[src/rtl/line_scheduler_if.sv]
//------------------------------------------------------------------------------
// line_scheduler_if : request ports A/B, drawer handshake and pixel-write bus
// Revision 1.0
//------------------------------------------------------------------------------
`default_nettype none

interface line_scheduler_if #(
  parameter int W  = 11,
  parameter int CW = 1
);
  logic          a_req;
  logic [W-1:0]  a_x0, a_y0, a_x1, a_y1;
  logic [CW-1:0] a_color;
  logic          a_ack;

  logic          b_req;
  logic [W-1:0]  b_x0, b_y0, b_x1, b_y1;
  logic [CW-1:0] b_color;
  logic          b_ack;

  logic          drw_start;
  logic [W-1:0]  drw_x0, drw_y0, drw_x1, drw_y1;
  logic [W-1:0]  drw_x, drw_y;
  logic          drw_pvalid;
  logic          drw_done;

  logic          pix_we;
  logic [W-1:0]  pix_x, pix_y;
  logic [CW-1:0] pix_color;

  // Environment side: requesters, drawer model and framebuffer
  modport master (
    output a_req, a_x0, a_y0, a_x1, a_y1, a_color,
    output b_req, b_x0, b_y0, b_x1, b_y1, b_color,
    output drw_x, drw_y, drw_pvalid, drw_done,
    input  a_ack, b_ack, drw_start, drw_x0, drw_y0, drw_x1, drw_y1,
    input  pix_we, pix_x, pix_y, pix_color
  );

  // Scheduler side
  modport slave (
    input  a_req, a_x0, a_y0, a_x1, a_y1, a_color,
    input  b_req, b_x0, b_y0, b_x1, b_y1, b_color,
    input  drw_x, drw_y, drw_pvalid, drw_done,
    output a_ack, b_ack, drw_start, drw_x0, drw_y0, drw_x1, drw_y1,
    output pix_we, pix_x, pix_y, pix_color
  );
endinterface

`default_nettype wire

[src/rtl/line_scheduler.sv]
//------------------------------------------------------------------------------
// line_scheduler : round-robin sharing of one line drawer between two clients
// Revision 1.0
//------------------------------------------------------------------------------
`default_nettype none

module line_scheduler #(
  parameter int W       = 11,
  parameter int CW      = 1,
  parameter int TIMEOUT = 4096
) (
  input  logic              clk,
  input  logic              reset_n,
  line_scheduler_if.slave   bus,
  output logic              busy,
  output logic              err_timeout,
  output logic [15:0]       line_count
);

  localparam int            TW     = (TIMEOUT > 2) ? $clog2(TIMEOUT) : 1;
  localparam logic [TW-1:0] WD_MAX = TW'(TIMEOUT - 1);

  typedef enum logic [1:0] {
    IDLE   = 2'd0,
    LAUNCH = 2'd1,
    DRAW   = 2'd2,
    ACK    = 2'd3
  } state_t;

  state_t        state;
  logic          last_grant_b;
  logic          grant_b;
  logic [CW-1:0] color;
  logic [TW-1:0] wd_cnt;
  logic          pick_b;

  // Both pending: serve whoever was not granted last; otherwise serve the one pending
  assign pick_b = bus.b_req && (!bus.a_req || !last_grant_b);

  always_ff @(posedge clk or negedge reset_n) begin
    if (!reset_n) begin
      state         <= IDLE;
      last_grant_b  <= 1'b1;
      grant_b       <= 1'b0;
      color         <= '0;
      wd_cnt        <= '0;
      busy          <= 1'b0;
      err_timeout   <= 1'b0;
      line_count    <= '0;
      bus.drw_start <= 1'b0;
      bus.drw_x0    <= '0;
      bus.drw_y0    <= '0;
      bus.drw_x1    <= '0;
      bus.drw_y1    <= '0;
      bus.pix_we    <= 1'b0;
      bus.pix_x     <= '0;
      bus.pix_y     <= '0;
      bus.pix_color <= '0;
      bus.a_ack     <= 1'b0;
      bus.b_ack     <= 1'b0;
    end else begin
      bus.drw_start <= 1'b0;
      bus.pix_we    <= 1'b0;
      bus.a_ack     <= 1'b0;
      bus.b_ack     <= 1'b0;

      case (state)
        IDLE: begin
          if (bus.a_req || bus.b_req) begin
            grant_b       <= pick_b;
            last_grant_b  <= pick_b;
            bus.drw_x0    <= pick_b ? bus.b_x0    : bus.a_x0;
            bus.drw_y0    <= pick_b ? bus.b_y0    : bus.a_y0;
            bus.drw_x1    <= pick_b ? bus.b_x1    : bus.a_x1;
            bus.drw_y1    <= pick_b ? bus.b_y1    : bus.a_y1;
            color         <= pick_b ? bus.b_color : bus.a_color;
            bus.drw_start <= 1'b1;
            busy          <= 1'b1;
            state         <= LAUNCH;
          end
        end

        LAUNCH: begin
          wd_cnt <= '0;
          state  <= DRAW;
        end

        DRAW: begin
          if (bus.drw_pvalid) begin
            bus.pix_we    <= 1'b1;
            bus.pix_x     <= bus.drw_x;
            bus.pix_y     <= bus.drw_y;
            bus.pix_color <= color;
          end
          // A genuine completion wins over a watchdog expiry in the same cycle
          if (bus.drw_pvalid && bus.drw_done) begin
            line_count <= line_count + 16'd1;
            bus.a_ack  <= !grant_b;
            bus.b_ack  <= grant_b;
            state      <= ACK;
          end else if (wd_cnt == WD_MAX) begin
            err_timeout <= 1'b1;
            bus.a_ack   <= !grant_b;
            bus.b_ack   <= grant_b;
            state       <= ACK;
          end else begin
            wd_cnt <= wd_cnt + TW'(1);
          end
        end

        ACK: begin
          busy  <= 1'b0;
          state <= IDLE;
        end

        default: begin
          busy  <= 1'b0;
          state <= IDLE;
        end
      endcase
    end
  end

endmodule

`default_nettype wire

[src/flat_wrapper.sv]
// flat-port wrapper written by rule: the top's interface ports become plain ports
module line_scheduler_flat 
#(
  parameter int W       = 11,
  parameter int CW      = 1,
  parameter int TIMEOUT = 4096
)
  (clk, reset_n, busy, err_timeout, line_count, bus_a_req, bus_a_x0, bus_a_y0, bus_a_x1, bus_a_y1, bus_a_color, bus_b_req, bus_b_x0, bus_b_y0, bus_b_x1, bus_b_y1, bus_b_color, bus_drw_x, bus_drw_y, bus_drw_pvalid, bus_drw_done, bus_a_ack, bus_b_ack, bus_drw_start, bus_drw_x0, bus_drw_y0, bus_drw_x1, bus_drw_y1, bus_pix_we, bus_pix_x, bus_pix_y, bus_pix_color);
  line_scheduler_if #(.W(W), .CW(CW)) bus_i ();
  input  logic clk;
  input  logic reset_n;
  output logic busy;
  output logic err_timeout;
  output logic [15:0] line_count;
  input wire logic [$bits(bus_i.a_req)-1:0] bus_a_req;
  input wire logic [$bits(bus_i.a_x0)-1:0] bus_a_x0;
  input wire logic [$bits(bus_i.a_y0)-1:0] bus_a_y0;
  input wire logic [$bits(bus_i.a_x1)-1:0] bus_a_x1;
  input wire logic [$bits(bus_i.a_y1)-1:0] bus_a_y1;
  input wire logic [$bits(bus_i.a_color)-1:0] bus_a_color;
  input wire logic [$bits(bus_i.b_req)-1:0] bus_b_req;
  input wire logic [$bits(bus_i.b_x0)-1:0] bus_b_x0;
  input wire logic [$bits(bus_i.b_y0)-1:0] bus_b_y0;
  input wire logic [$bits(bus_i.b_x1)-1:0] bus_b_x1;
  input wire logic [$bits(bus_i.b_y1)-1:0] bus_b_y1;
  input wire logic [$bits(bus_i.b_color)-1:0] bus_b_color;
  input wire logic [$bits(bus_i.drw_x)-1:0] bus_drw_x;
  input wire logic [$bits(bus_i.drw_y)-1:0] bus_drw_y;
  input wire logic [$bits(bus_i.drw_pvalid)-1:0] bus_drw_pvalid;
  input wire logic [$bits(bus_i.drw_done)-1:0] bus_drw_done;
  output wire logic [$bits(bus_i.a_ack)-1:0] bus_a_ack;
  output wire logic [$bits(bus_i.b_ack)-1:0] bus_b_ack;
  output wire logic [$bits(bus_i.drw_start)-1:0] bus_drw_start;
  output wire logic [$bits(bus_i.drw_x0)-1:0] bus_drw_x0;
  output wire logic [$bits(bus_i.drw_y0)-1:0] bus_drw_y0;
  output wire logic [$bits(bus_i.drw_x1)-1:0] bus_drw_x1;
  output wire logic [$bits(bus_i.drw_y1)-1:0] bus_drw_y1;
  output wire logic [$bits(bus_i.pix_we)-1:0] bus_pix_we;
  output wire logic [$bits(bus_i.pix_x)-1:0] bus_pix_x;
  output wire logic [$bits(bus_i.pix_y)-1:0] bus_pix_y;
  output wire logic [$bits(bus_i.pix_color)-1:0] bus_pix_color;
  assign bus_i.a_req = bus_a_req;
  assign bus_i.a_x0 = bus_a_x0;
  assign bus_i.a_y0 = bus_a_y0;
  assign bus_i.a_x1 = bus_a_x1;
  assign bus_i.a_y1 = bus_a_y1;
  assign bus_i.a_color = bus_a_color;
  assign bus_i.b_req = bus_b_req;
  assign bus_i.b_x0 = bus_b_x0;
  assign bus_i.b_y0 = bus_b_y0;
  assign bus_i.b_x1 = bus_b_x1;
  assign bus_i.b_y1 = bus_b_y1;
  assign bus_i.b_color = bus_b_color;
  assign bus_i.drw_x = bus_drw_x;
  assign bus_i.drw_y = bus_drw_y;
  assign bus_i.drw_pvalid = bus_drw_pvalid;
  assign bus_i.drw_done = bus_drw_done;
  assign bus_a_ack = bus_i.a_ack;
  assign bus_b_ack = bus_i.b_ack;
  assign bus_drw_start = bus_i.drw_start;
  assign bus_drw_x0 = bus_i.drw_x0;
  assign bus_drw_y0 = bus_i.drw_y0;
  assign bus_drw_x1 = bus_i.drw_x1;
  assign bus_drw_y1 = bus_i.drw_y1;
  assign bus_pix_we = bus_i.pix_we;
  assign bus_pix_x = bus_i.pix_x;
  assign bus_pix_y = bus_i.pix_y;
  assign bus_pix_color = bus_i.pix_color;
  line_scheduler #(.W(W), .CW(CW), .TIMEOUT(TIMEOUT)) u_core (.clk(clk), .reset_n(reset_n), .bus(bus_i), .busy(busy), .err_timeout(err_timeout), .line_count(line_count));
endmodule
[config.mk]
export PLATFORM = sky130hd
export DESIGN_NAME = line_scheduler_flat
export DESIGN_NICKNAME = d
export VERILOG_FILES = /design/src/rtl/line_scheduler_if.sv /design/src/rtl/line_scheduler.sv /design/src/flat_wrapper.sv
export SDC_FILE = /design/constraint.sdc
export NUM_CORES = 1
export LEC_CHECK = 0
export CAP_MARGIN = 20
export CORE_MARGIN = 1.5
export CORE_UTILIZATION = 38
export CTS_CLUSTER_DIAMETER = 100
export DETAILED_ROUTE_END_ITERATION = 8
export PLACE_DENSITY_LB_ADDON = 0.2
export SYNTH_ARGS = -nofsm -noshare
export SYNTH_HDL_FRONTEND = slang
export SYNTH_SLANG_ARGS = --single-unit
[constraint.sdc]
create_clock -name clk -period 2 [get_ports clk]
set_clock_uncertainty 0.15 [all_clocks]
set_input_delay 0.4 -clock clk [delete_from_list [all_inputs] [get_ports clk]]
set_output_delay 0.4 -clock clk [all_outputs]
set_load 0.03 [all_outputs]
==> results by group <==
Outcome
  – Status: completed

Min path
  – Worst Hold Class: reg2reg

Global route
  – All-Layer GR Usage: 0.193
  – Total gr overflow: 0
  – Initial antenna violation count: 0
  – Largest net degree at the start of global routing: 66
  – First-pass GRT wire length: 20000 um
  – Number of global-route vias before repair: 4098

Synthesis
  – Cells after Synth: 418
  – Register area share after synthesis: 0.558
  – Register bit total from synthesis: 106
  – Post-Synth Simple-Gate Area: 0.104
  – Netlist cell types: 46
  – Post-synth EDFFs: 0
  – Largest family of logic cells by synthesized area: multiplexers
  – Top post-synthesis cells by area: dfrtp_1 (55%), mux2i_1 (9.9%), mux2_2 (5.7%), o21ai_0 (5.6%), nand2_1 (4.7%)
  – Syn. warnings: 0
  – Cell Area, Synth: 0.00476 mm2
  – Yosys top cell by area: dfrtp_1
  – Avg Inst Size Synth: 11.4 um2
  – Multiplexer share of the synthesized area: 0.158
  – Post-Synth XOR/XNOR Area: 0.0276
  – Primary FF master, synth: dfrtp_1
  – Compound-gate portion of the synthesized area: 0.109
  – Post-Synth Adder-Cell Area: 0.0131
  – Asr flop ratio synth: 1.00
  – Syn nets: 541
  – Yosys top cell area share: 0.552

Timing
  – Worst Tran Pin Value: 0.479 ns
  – Finish-stage setup viols: 0
  – Max Clk Rate: 0.512 GHz
  – Fin. max-slew vios: 0
  – Final min period: 1.95 ns
  – Hold Fails Final Rpt: 0
  – RSZ-0062 raised after global routing: true
  – Period utilization: 0.977
  – Worst slew margin: 0.681

Final layout
  – Final core occ: 0.626
  – Final instance area: 0.00758 mm2
  – Ratio of cells with drive above 1 in the final layout: 0.133
  – Area grow syn2layout: 59.2%
  – Most frequent cells in the layout: clkdlybuf4s50_1 (188), dfrtp_1 (104), nand2_1 (59), o21ai_0 (53), mux2i_1 (47)
  – Nets: 765
  – Antenna Cells: 0
  – Most common cell after layout, fill and taps aside: clkdlybuf4s50_1

Pwr
  – VDD IR max: 0.648 mV
  – Leakage: 3.42 nW
  – Cell Pwr Density: 1410 mW/mm2

Clocking
  – Clock latency on the worst-skew pair: 0.34 ns
  – Clock buffer depth: 2
  – CTS root buf: clkbuf_16
  – CTS buffer count: 9
  – Clk sinks: 106
  – CTS tree: done
  – Clk slew on worst S/H paths: 0.07 ns
  – Clock H-tree levels: 3

Critical path
  – R2r setup slk: 0.08 ns
  – Type of origin of the critical path: register
  – Crit Path Category: reg2out
  – Maximum fanout along the worst path: 2
  – Reg2reg start: u_core.wd_cnt[0]
  – Slowest stage delay, CP: 0.71 ns
  – CP Data Required Time: 1.45 ns
  – R2r endpoint: u_core.state[1]
  – Worst setup endpoint: bus_drw_y1[6]
  – CP delay by family, top: buffers and inverters
  – Nature of the critical path endpoint: output pin
  – Worst Path Buf+Inv: 1
  – Crit-path slowest cell: clkdlybuf4s50_1
  – FF-to-FF path depth: 5
  – Setup crit start: u_core.bus.drw_y1[6]
  – CP Depth: 1
  – CP cell instances: clkdlybuf4s50_1
  – Worst Path Arrival: 1.40 ns

Placement
  – Placed Area: 0.00723 mm2
  – Hpwl dp: 9400 um
  – I/O Buffers: 206
  – Placer Congestion: 0.789

Drt
  – DRT antenna net count: 0
  – Iter 0 DRT Violations: 181
  – Pre-antenna DRT Iters: 5
  – Avg WL per Cell: 15.3 um
  – DRT Wirelength: 12400 um
  – Drt drc: 0
  – Routed vias: 4049
  – Vias per cell: 4.97

Floorplanning
  – Top Ports: 207
  – Die area: 0.0132 mm2
  – Area of the core: 0.0121 mm2
  – # rows: 40
  – Die width: 115 um
  – Initial Util: 0.393
  – Die Ht: 115 um

Job
  – Max-cap violations: 0
## logic make-up after synthesis
| group | count (synthesis) |
|---|---|
| muxes | 72 |
| adders and majority gates | 5 |
| AOI/OAI and AO/OA | 84 |
| DFF | 106 |
| xor gates and xnor gates | 15 |
| and+or+nand+nor | 102 |
| buffers and inverters | 34 |
## metrics by stage
step	worst slack (ns)	std cells	total power [W]	hold slack [ns]	TNS (ns)
floorplan	0.0207	418	0.00646	-0.0456	0
global placement	-0.0743	797	0.00886	0.232	-0.246
detailed placement	-0.132	797	0.00900	0.242	-1.27
CTS	0.00469	814	0.0108	0.335	0
global route	-0.00726	815	0.0114	0.356	-0.00938
finish	0.0465	815	0.0107	0.330	0
## routing by layer
layer / vias up / share of wire / GRT usage
met1: 1918 / 0.40 / 0.237
li1: 1934 / - / -
met4: 0 / 0.026 / 0.0872
met3: 22 / 0.081 / 0.0554
met5: - / 0 / 0
met2: 175 / 0.49 / 0.318
## area by class of cell
class	count	area (um2)
inverters	9	33.8
clock inverters	5	63.8
multi-input cells	278	2010
well taps	168	210
repair buffers	238	2360
fillers	1033	4530
clock buffers	11	243
flip-flops and latches	106	2660
## power breakdown
part / total, W / internal, W / switching (W)
clock: 0.00180 / 0.00101 / 0.000789
combinational: 0.00548 / 0.00242 / 0.00306
sequential: 0.00344 / 0.00296 / 0.000473
## what timing repair did
action | CTS | global route
endpoints found under the setup margin | 9 | 20
pin swaps | 0 | 4
resized for setup | 9 | 14
setup buffers | 0 | 1
endpoints found under the hold margin | 29 | 0
cloned | 0 | 0
hold buffers | 1 | 0
## how the worst min path moves through the flow
stage,start,end,slack [ns],cells past startpoint
final,u_core.line_count[15],u_core.line_count[15],0.33,1
after global routing,u_core.err_timeout,u_core.err_timeout,0.36,1
after CTS,u_core.line_count[15],u_core.line_count[15],0.34,1
after detailed placement,reset_n,u_core.wd_cnt[5],0.24,1
after global placement,reset_n,u_core.wd_cnt[7],0.23,1
after floorplan,reset_n,u_core.bus.a_ack,-0.05,0
## cell usage after synthesis, types with 3 or more instances
| master | count |
|---|---|
| xor2_1 | 3 |
| nand4_1 | 7 |
| nand3_1 | 7 |
| mux2_2 | 24 |
| nor3_1 | 6 |
| nand2_1 | 60 |
| a41oi_1 | 3 |
| a21oi_1 | 4 |
| inv_1 | 9 |
| a221o_1 | 3 |
| ha_1 | 5 |
| mux2i_1 | 47 |
| o21ai_0 | 53 |
| a31oi_1 | 3 |
| buf_2 | 7 |
| clkbuf_1 | 14 |
| dfrtp_1 | 105 |
| nor2_1 | 4 |
| and3_1 | 5 |
| xnor2_1 | 12 |
## flip-flops by register name (all words and copies together) (netlist names), 11 cells and up
name and count:
u_core.bus.drw_x1 11, u_core.bus.pix_y 11, u_core.bus.drw_y1 11, u_core.bus.pix_x 11, u_core.bus.drw_x0 11, u_core.bus.drw_y0 11
u_core.line_count 16, u_core.wd_cnt 12
No activity file was read; power rests on OpenSTA's default activity.
==> variant (same settings) <==
Re-encode `state_t` (4 states) as one-hot, 4 bits wide.
--- a/src/rtl/line_scheduler.sv
+++ b/src/rtl/line_scheduler.sv
@@ -20,11 +20,11 @@
   localparam int            TW     = (TIMEOUT > 2) ? $clog2(TIMEOUT) : 1;
   localparam logic [TW-1:0] WD_MAX = TW'(TIMEOUT - 1);
 
-  typedef enum logic [1:0] {
-    IDLE   = 2'd0,
-    LAUNCH = 2'd1,
-    DRAW   = 2'd2,
-    ACK    = 2'd3
+  typedef enum logic [3:0] {
+    IDLE   = 4'b0001,
+    LAUNCH = 4'b0010,
+    DRAW   = 4'b0100,
+    ACK    = 4'b1000
   } state_t;
 
   state_t        state;
Formal check against the unedited RTL: same outputs for any inputs over 10 cycles, from zero or initial values and one cycle with reset_n low; not proved beyond that.
==> variant against the unedited design <==
Wire length fell by 0.64%. Synthesized area fell by 1.1%. Fmax barely moved. Hold slack got worse by 0.019 ns. Sequential share of layout area rose by 0.40 points. Power fell by 0.50%. Cell area rose by 0.74%. Clock power rose by 20%. Setup slack barely moved. First-iteration DRC count fell by 54%. Count of clock-buffer cells in the layout rose by 1. Sequential cell count rose by 2. Largest cell class unchanged.
==> variant: results (changes against the unedited design) <==
| Metric | Value |
|---|---|
| Synth area leaders | `dfrtp_1 (56%), mux2i_1 (9.8%), mux2_2 (5.7%) (was dfrtp_1 (55%), mux2i_1 (9.9%), mux2_2 (5.7%))` |
| Post-CTS setup buffers | `1 (was 0)` |
| Total wire length | `12.4 mm (about the same)` |
| Vias in the first global route | `4170 (was 4098)` |
| Wire length of the first global-routing pass | `20.0 mm (about the same)` |
| Vias per cell | `4.89 (was 4.97)` |
| Largest net degree at the start of global routing | `36 (was 66)` |
| Register area share after synthesis | `57.5% (was 55.8%)` |
| Synth top cells by count | `dfrtp_1 (106), nand2_1 (56), mux2i_1 (46) (was dfrtp_1 (105), nand2_1 (60), o21ai_0 (53))` |
| Slew HR | `69.6% (was 68.1%)` |
| Hold path endpoint | `u_core.bus.a_ack$_DFF_PN0_ (was u_core.line_count[15]$_DFFE_PN0P_)` |
| Nets@finish | `760 (was 765)` |
| Share of cells above drive strength 1 | `12.6% (was 13.3%)` |
| Yosys cell types | `43 (was 46)` |
| R2r startpoint | `u_core.state[1]$_DFFE_PN0P_ (was u_core.wd_cnt[0]$_DFFE_PN0P_)` |
| Post-CTS Resized | `11 (was 9)` |
| Syn Inst Count | `413 (was 418)` |
| VDD IR max | `766 uV (was 648 uV)` |
| Iter 0 DRT Violations | `83 (was 181)` |
| Placer Congestion | `0.835 (was 0.789)` |
| DP Worst Slack | `-0.0155 ns (was -0.132 ns)` |
| Critical R2R Capture | `u_core.line_count[12]$_DFFE_PN0P_ (was u_core.state[1]$_DFFE_PN0P_)` |
| Leak | `3.50 nW (was 3.42 nW)` |
| Worst R2R Setup Slack | `0.11 ns (was 0.08 ns)` |
| Total number of vias | `3979 (was 4049)` |
| Run status | `finished, final reports clean (unchanged)` |
| R2R depth | `6 (was 5)` |
| Peak Freq | `0.512 GHz (about the same)` |
| Placed cell area | `7220 sq um (was 7230 sq um)` |
| Post-Syn Nets | `533 (was 541)` |
| Overall Global Routing Usage | `19.6% (was 19.3%)` |
variant: layout make-up:
cell class	instances	area [sq um]
timing repair buffer	235	2380
sequential	108	2710
clock inverter	4	120
clock buffer	12	246
fill	975	4430
inverter	10	37.5
multi-input combinational	276	1940
tap	168	210
variant: cell families (layout without fill, tap and decap cells):
group	after synthesis	count (layout)	synth area share [%]
AO/OA/AOI/OAI	78	78	9.41
multiplexers	70	70	15.5
buffers and inverters	29	261	2.47
flip-flops	108	108	57.5
XOR/XNOR	17	17	3.16
adder cells (fa/ha/maj)	2	2	0.531
AND/OR/NAND/NOR	109	109	11.5
variant: where the power goes:
part	switching, mW	internal (mW)
sequential	0.445	3.00
clock	0.774	1.39
combinational	2.79	2.28
variant: per-layer routing:
layer	share of wire (%)	GRT usage, %
met5	0	0
met4	2.6	8.75
met3	7.8	5.88
met2	50	33.8
met1	40	22.6
